$ cat config.mk
export PLATFORM = sky130hd
export DESIGN_NAME = asm_char_streamer
export DESIGN_NICKNAME = d
export VERILOG_FILES = /design/src/rtl/asm_char_streamer.sv
export SDC_FILE = /design/constraint.sdc
export NUM_CORES = 1
export LEC_CHECK = 0
export CAP_MARGIN = 30
export CORE_UTILIZATION = 51
export CTS_CLUSTER_SIZE = 28
export DETAILED_ROUTE_END_ITERATION = 10
export GPL_ROUTABILITY_DRIVEN = 0
export PLACE_DENSITY_LB_ADDON = 0.08
export SETUP_SLACK_MARGIN = 0.1
export SLEW_MARGIN = 5
export SYNTH_ARGS = -nofsm -noshare
export SYNTH_HDL_FRONTEND = slang
export SYNTH_SLANG_ARGS = --single-unit
$ cat constraint.sdc
create_clock -name clk_in -period 2.8 [get_ports clk_in]
set_clock_uncertainty 0.1 [all_clocks]
set_input_delay 0.42 -clock clk_in [delete_from_list [all_inputs] [get_ports clk_in]]
set_output_delay 0.42 -clock clk_in [all_outputs]
set_load 0.005 [all_outputs]
$ cat src/rtl/asm_char_streamer.sv
// asm_char_streamer: streams text BRAM bytes as a whitespace-normalised ASCII strobe stream with line tracking.
// Ports: clk_in/rst_n_in (async active-low), start_in pulse, hold_in stall in GAP,
//        mem_addr_out/mem_data_in (2-cycle read latency), valid_data_out, new_character_out,
//        ascii_out, line_num_out, busy_out, done_out.
// Optional: define ASM_STREAMER_COMMENT_STRIP_EN to drop '#' comments up to the next newline.
module asm_char_streamer #(
    parameter int ADDR_WIDTH = 12,
    parameter int GAP_CYCLES = 1
) (
    input  logic                  clk_in,
    input  logic                  rst_n_in,
    input  logic                  start_in,
    input  logic                  hold_in,
    output logic [ADDR_WIDTH-1:0] mem_addr_out,
    input  logic [7:0]            mem_data_in,
    output logic                  valid_data_out,
    output logic                  new_character_out,
    output logic [7:0]            ascii_out,
    output logic [15:0]           line_num_out,
    output logic                  busy_out,
    output logic                  done_out
);
    typedef enum logic [2:0] {IDLE, FETCH, WAIT, SAMPLE, EMIT, GAP, DONE} state_t;
    state_t      state;
    logic        prev_space;
    logic        comment_drop;
    logic        drop;
    logic        last_addr;
    logic [3:0]  gap_cnt;
    logic [7:0]  ch;
    always_comb begin
        ch        = (mem_data_in == 8'h09) ? 8'h20 : mem_data_in;
        last_addr = &mem_addr_out;
        drop      = comment_drop || mem_data_in == 8'h0D || (ch == 8'h20 && prev_space);
    end
`ifdef ASM_STREAMER_COMMENT_STRIP_EN
    logic in_comment;
    // '#' opens a comment; only the closing newline leaves it (and is emitted)
    assign comment_drop = in_comment ? (mem_data_in != 8'h0A) : (mem_data_in == 8'h23);
    always_ff @(posedge clk_in or negedge rst_n_in) begin
        if (!rst_n_in)
            in_comment <= 1'b0;
        else if (state == IDLE)
            in_comment <= 1'b0;
        else if (state == SAMPLE && mem_data_in != 8'h00)
            in_comment <= comment_drop;
    end
`else
    assign comment_drop = 1'b0;
`endif
    always_ff @(posedge clk_in or negedge rst_n_in) begin
        if (!rst_n_in) begin
            state             <= IDLE;
            mem_addr_out      <= '0;
            valid_data_out    <= 1'b0;
            new_character_out <= 1'b0;
            ascii_out         <= 8'h00;
            line_num_out      <= 16'h0000;
            busy_out          <= 1'b0;
            done_out          <= 1'b0;
            prev_space        <= 1'b0;
            gap_cnt           <= 4'h0;
        end else begin
            case (state)
                IDLE: if (start_in) begin
                    mem_addr_out   <= '0;
                    line_num_out   <= 16'h0001;
                    valid_data_out <= 1'b1;
                    busy_out       <= 1'b1;
                    prev_space     <= 1'b1;
                    state          <= FETCH;
                end
                FETCH: state <= WAIT;
                WAIT:  state <= SAMPLE;
                SAMPLE: begin
                    // the last address ends the stream; a dropped byte there ends it at once
                    if (mem_data_in == 8'h00 || (drop && last_addr)) begin
                        valid_data_out <= 1'b0;
                        done_out       <= 1'b1;
                        state          <= DONE;
                    end else if (drop) begin
                        mem_addr_out <= mem_addr_out + ADDR_WIDTH'(1);
                        state        <= FETCH;
                    end else begin
                        ascii_out         <= ch;
                        new_character_out <= 1'b1;
                        prev_space        <= ch == 8'h0A || ch == 8'h20;
                        state             <= EMIT;
                    end
                end
                EMIT: begin
                    new_character_out <= 1'b0;
                    gap_cnt           <= 4'(GAP_CYCLES - 1);
                    state             <= GAP;
                    if (ascii_out == 8'h0A && line_num_out != 16'hFFFF)
                        line_num_out <= line_num_out + 16'd1;
                end
                GAP: begin
                    if (gap_cnt != 4'h0)
                        gap_cnt <= gap_cnt - 4'h1;
                    else if (!hold_in && last_addr) begin
                        valid_data_out <= 1'b0;
                        done_out       <= 1'b1;
                        state          <= DONE;
                    end else if (!hold_in) begin
                        mem_addr_out <= mem_addr_out + ADDR_WIDTH'(1);
                        state        <= FETCH;
                    end
                end
                DONE: begin
                    done_out <= 1'b0;
                    busy_out <= 1'b0;
                    state    <= IDLE;
                end
                default: state <= IDLE;
            endcase
        end
    end
endmodule

# Yosys cells after proc, flatten, opt, wreduce, memory -nomap -nowiden
# Index checks and enable logic that the tools add are counted.
dict set report word_totals {
  regBits 48
  in_bits 12
  out_inout_bits 40
  word_cells 104
}
dict set report op_classes {
  n_addsub 3
  eq_ne 24
  muxes 36
  n_bitwise 2
  reduce_logical 29
}
# cell n
set ops {}
lappend ops {{$mux 12} 6}
lappend ops {{$pmux 12 s3} 1}
lappend ops {{$eq 8x4->1 const B} 4}
lappend ops {{$mux 16} 2}
lappend ops {{$pmux 16 s2} 1}
lappend ops {{$ne 2x2->1 const B} 11}
lappend ops {{$mux 3} 6}
lappend ops {{$pmux 3 s6} 1}
lappend ops {{$add 16x1->16 const B} 1}
lappend ops {{$ne 16x16->1 const B} 1}
lappend ops {{$add 12x1->12 const B} 1}
lappend ops {{$reduce_and 12->1} 1}
lappend ops {{$reduce_and 3->1} 4}
lappend ops {{$mux 1} 11}
lappend ops {{$reduce_bool 2->1} 5}
lappend ops {{$eq 3x3->1 const B} 3}
lappend ops {{$eq 8x6->1 const B} 1}
lappend ops {{$logic_not 8->1} 1}
lappend ops {{$mux 8} 1}
lappend ops {{$pmux 4 s2} 1}
lappend ops {{$reduce_and 4->1} 2}
lappend ops {{$reduce_and 7->1} 1}
lappend ops {{$eq 3x2->1 const B} 2}
lappend ops {{$pmux 1 s2} 3}
lappend ops {{14 further kinds} 23}

# Logic depth before layout (Yosys ltp)
dict set report depth {
  ltp_word 9
  depth_mapped 8
  mapped_depth_nobuf 8
}

# Worst setup path after synthesis
# Ideal clock, no wire load.
dict set report synth_timing {
  kind {register to register}
  startpoint {register gap_cnt[0]}
  endpoint {register mem_addr_out[9]}
  setup_time_ps 78
  arrival_time_ps 2186
  setup_slack_ps 436
  path_stages_with_launch 9
  synth_period_minus_slack_ps 2364
  cell_sequence {dfrtp_1 > inv_1 > ha_1 > or3b_2 > nor3_1 > a21o_1 > o2111ai_4 > or4_1 > a21oi_1}
}
dict set report synth_between {
  elab_chain_cells 3
}
# element line
set synth_rtl {}
lappend synth_rtl {{from (decl)} 29} ;# logic [3:0] gap_cnt;
lappend synth_rtl {{from (signal assigned)} 93} ;# gap_cnt <= 4'(GAP_CYCLES - 1);
lappend synth_rtl {{from (signal assigned)} 100} ;# gap_cnt <= gap_cnt - 4'h1;
lappend synth_rtl {{$reduce_bool 4->1} 99} ;# if (gap_cnt != 4'h0)
lappend synth_rtl {{$ne 2x2->1 (no line)} -}
lappend synth_rtl {{$reduce_and 7->1 (no line)} -}
lappend synth_rtl {{to (signal assigned)} 82} ;# mem_addr_out <= mem_addr_out + ADDR_WIDTH'(1);
lappend synth_rtl {{to (signal assigned)} 106} ;# mem_addr_out <= mem_addr_out + ADDR_WIDTH'(1);
lappend synth_rtl {{to (decl)} 14} ;# output logic [ADDR_WIDTH-1:0] mem_addr_out,
# Every way passes these cells.
# A chain may end at the register's enable or synchronous reset.

# Final worst setup path
dict set report layout_timing {
  startpoint {register mem_addr_out[0]}
  endpoint {register mem_addr_out[3]}
}
dict set report layout_between {
  elab_chain_cells 5
}
# element line
set layout_rtl {}
lappend layout_rtl {{$add 12x1->12 / $reduce_and 12->1 (equally long branches)} {82, 106, 33}}
lappend layout_rtl {{$mux 12 / $logic_and 1x1->1 (equally long branches)} {105, 77}}
lappend layout_rtl {{$mux 12 / $logic_or 1x1->1 (equally long branches)} {101, 77}}
lappend layout_rtl {{$mux 12 / $ne 2x2->1 (equally long branches)} -}
lappend layout_rtl {{$pmux 12 s3 / $reduce_and 7->1 (equally long branches)} -}
# Parallel ways exist; a longest one is shown, timed or not. The select of a mux whose other input is x is not followed.

==> results.yml <==
setup_path:
  critPathMaxFanout: 6
  startpoint_type: "register"
  path_class: "register to register"
  critPathCaptureType: "register"
  required_ns: 2.88
  crit_arrival_ns: 2.59
pwr:
  seq_power_share: 0.463
  clock_power_share: 0.201
  p_leak_nw: 1.389
  swShare: 0.3334
  peakVddDrop_mv: 0.5573
  p_int_mw: 1.455
  p_comb_frac: 0.336
  switching_power_uw: 727.8
  powerDensity_nw_per_um2: 652.7
placement:
  dp_hpwl_mm: 4.207
  place_area_sq_um: 3243
  port_buffers: 51
  dp_cells: 391
sta:
  maxSlewHeadroom: 0.6470
  min_period_ns: 2.502
  tightest_slew_ns: 0.5295
  tns_ns: 0
  holdWs_ns: -0.01245
  max_freq_mhz: 399.7
  rsz0062_at_grt: "false"
  slew_violations: 0
  hold_viol: 14
  finalCritPeriodShare: 0.8936
  setup_viol: 0
detailed_routing:
  antenna_left: 0
  drc: 0
  viasPerCell: 5.590
  drt_iter0_markers: 170
  wl_mm: 5.793
  via_count: 2225
  drt_pass1_iterations: 4
  wl_per_cell_um: 14.56
synthesis:
  yosysWarnings: 0
  syn_area_sq_um: 2569
  syn_inst: 265
  synth.area.top_cells: "dfrtp_1, nor2_1, xor2_1, o21ai_0, a21oi_1"
  ys_seq_area_frac: 0.4676
  yosys.area.top_type: "dfrtp_1"
  yosysUniqueCellTypes: 43
  avgSynthCellArea_sq_um: 9.693
  synth-seq-cells: 48
  netlist.area_leader.share: 0.4676
  synth_nets: 281
layout:
  multiInputGateArea_sq_um: 1305
  layout_commonest_cell: "clkdlybuf4s50_1"
  nets: 347
  regArea_sq_um: 1204
  area_growth_pct: 30.20
  fin_area_sq_um: 3344
  nFillCells: 372
  drive_above_1_share: 0.1178
  final_cells: 398
  antenna_cells: 0
  mostFrequentLayoutCells: "clkdlybuf4s50_1, dfrtp_1, nor2_1"
global_route:
  grt_max_degree: 27
  grt_pass1_wl_mm: 9.756
  overflow: 0
  grt_antenna_before_repair: 0
  first_global_vias: 2086
  grt_usage: 0.2391
clocking:
  root_buffer: "clkbuf_8"
  cts_tree: "yes"
  hold_buffers: 0
  htree_levels: 2
  path_clk_slew_ns: 0.09
  post_cts_resized: 0
  postCtsSetupRepairBufs: 0
  insertion_delay_ns: 0.30
  clock-sinks: 48
  cts_buffer_depth: 2
  numCtsBuffers: 5
die:
  num_rows: 25
  initial_core_util: 0.5367
  coreArea_sq_um: 4786
  die_w_um: 72.97
  die_height_um: 72.97
  ios: 52
  fp.dieArea_sq_um: 5325
flow_run:
  max-cap-violations: 0
status:
  status: "complete, but fails checks"
  violations: "hold timing"
worst_hold_path:
  min_path_type: "input pin to asynchronous set/reset pin"
-- sequential cells by signal (all words and copies together), names as in the netlist --
| signal | flops |
|---|---|
| state | 3 |
| done_out | 1 |
| prev_space | 1 |
| new_character_out | 1 |
| gap_cnt | 4 |
| busy_out | 1 |
| ascii_out | 8 |
| valid_data_out | 1 |
| mem_addr_out | 12 |
| line_num_out | 16 |
-- stage by stage --
step                setup WS (ns)  hold slack (ns)  utilization  total power [mW]
global placement           0.1160           0.3224       0.6776             1.733
CTS                        0.2381         0.002941       0.6978             2.199
global route               0.1320          0.02030       0.6988             2.326
floorplan                  0.4356          0.02441            -             1.370
finish                     0.2980         -0.01245       0.6988             2.183
detailed placement        0.05951           0.3336       0.6776             1.747
-- logic make-up (layout without fill, tap and decap cells) --
kind of cell	Yosys count	after routing	synth area share
and+or+nand+nor	118	118	0.2596
adders and majority gates	4	4	0.01948
muxes	5	5	0.02192
xor gates and xnor gates	21	21	0.07160
buffers and inverters	17	83	0.02874
AOI/OAI and AO/OA	52	52	0.1310
DFF	48	48	0.4676
-- critical path, cell delays in order (launching register included) --
cell	delay [ns]
dfrtp_2	0.43
ha_1	0.17
nand3_1	0.19
or4_1	0.65
a21o_1	0.23
o2111ai_4	0.24
buf_4	0.18
xor2_1	0.15
nor2_1	0.05
-- cell usage after synthesis (all sizes together) --
cell type and n:
and2 1, nor3 8, nor4bb 2, clkbuf 4
o22a 1, nand3b 4, xnor2 6, a31oi 4
nor3b 4, a21o 4, a2bb2oi 1, a211oi 2
o21bai 2, o2111ai 1, mux2 5, nand2 12
o21a 2, a21oi 12, inv 10, and3 7
dfrtp 48, nor4 8, xor2 15, nor2 36
o211ai 2, nor2b 2, o22ai 1, ha 4
o31ai 3, nand3 11, nor4b 2, or3 7
a221oi 1, or3b 1, nand4 9, or4 4
buf 3, o21ai 16
-- power by group through the flow --
stage,Sequential (mW),Clock [mW],Combinational [mW]
finish,1.01,0.439,0.733
global route,1.04,0.481,0.807
CTS,1.01,0.457,0.736
detailed placement,1.02,0,0.732
global placement,1.02,0,0.717
floorplan,0.952,0,0.417
-- metal layers --
metal / GRT usage / wire [um]
met4: 0.07190 / 61
met1: 0.3429 / 2728
met2: 0.3780 / 2774
met3: 0.03315 / 230
met5: 0 / 0
-- final timing paths --
path                       slack (ns)               to             from  depth (start not counted)
min                             -0.01         busy_out         rst_n_in                          1
min reg2reg                      0.40       gap_cnt[0]       gap_cnt[0]                          1
max reg2reg                      0.30  mem_addr_out[3]  mem_addr_out[0]                          8
max                              0.30  mem_addr_out[3]  mem_addr_out[0]                          8
min in group clk_in              0.40       gap_cnt[0]       gap_cnt[0]                          1
max in group asynchronous        1.87     ascii_out[7]         rst_n_in                          2
-- final cells by class --
class                   count  area share
multi-input cells         200      0.3902
flip-flops and latches     48      0.3599
repair buffers             66      0.1848
clock buffers               7     0.02881
well taps                  67     0.02507
inverters                  10     0.01122
Power figures use the tool's default switching activity.
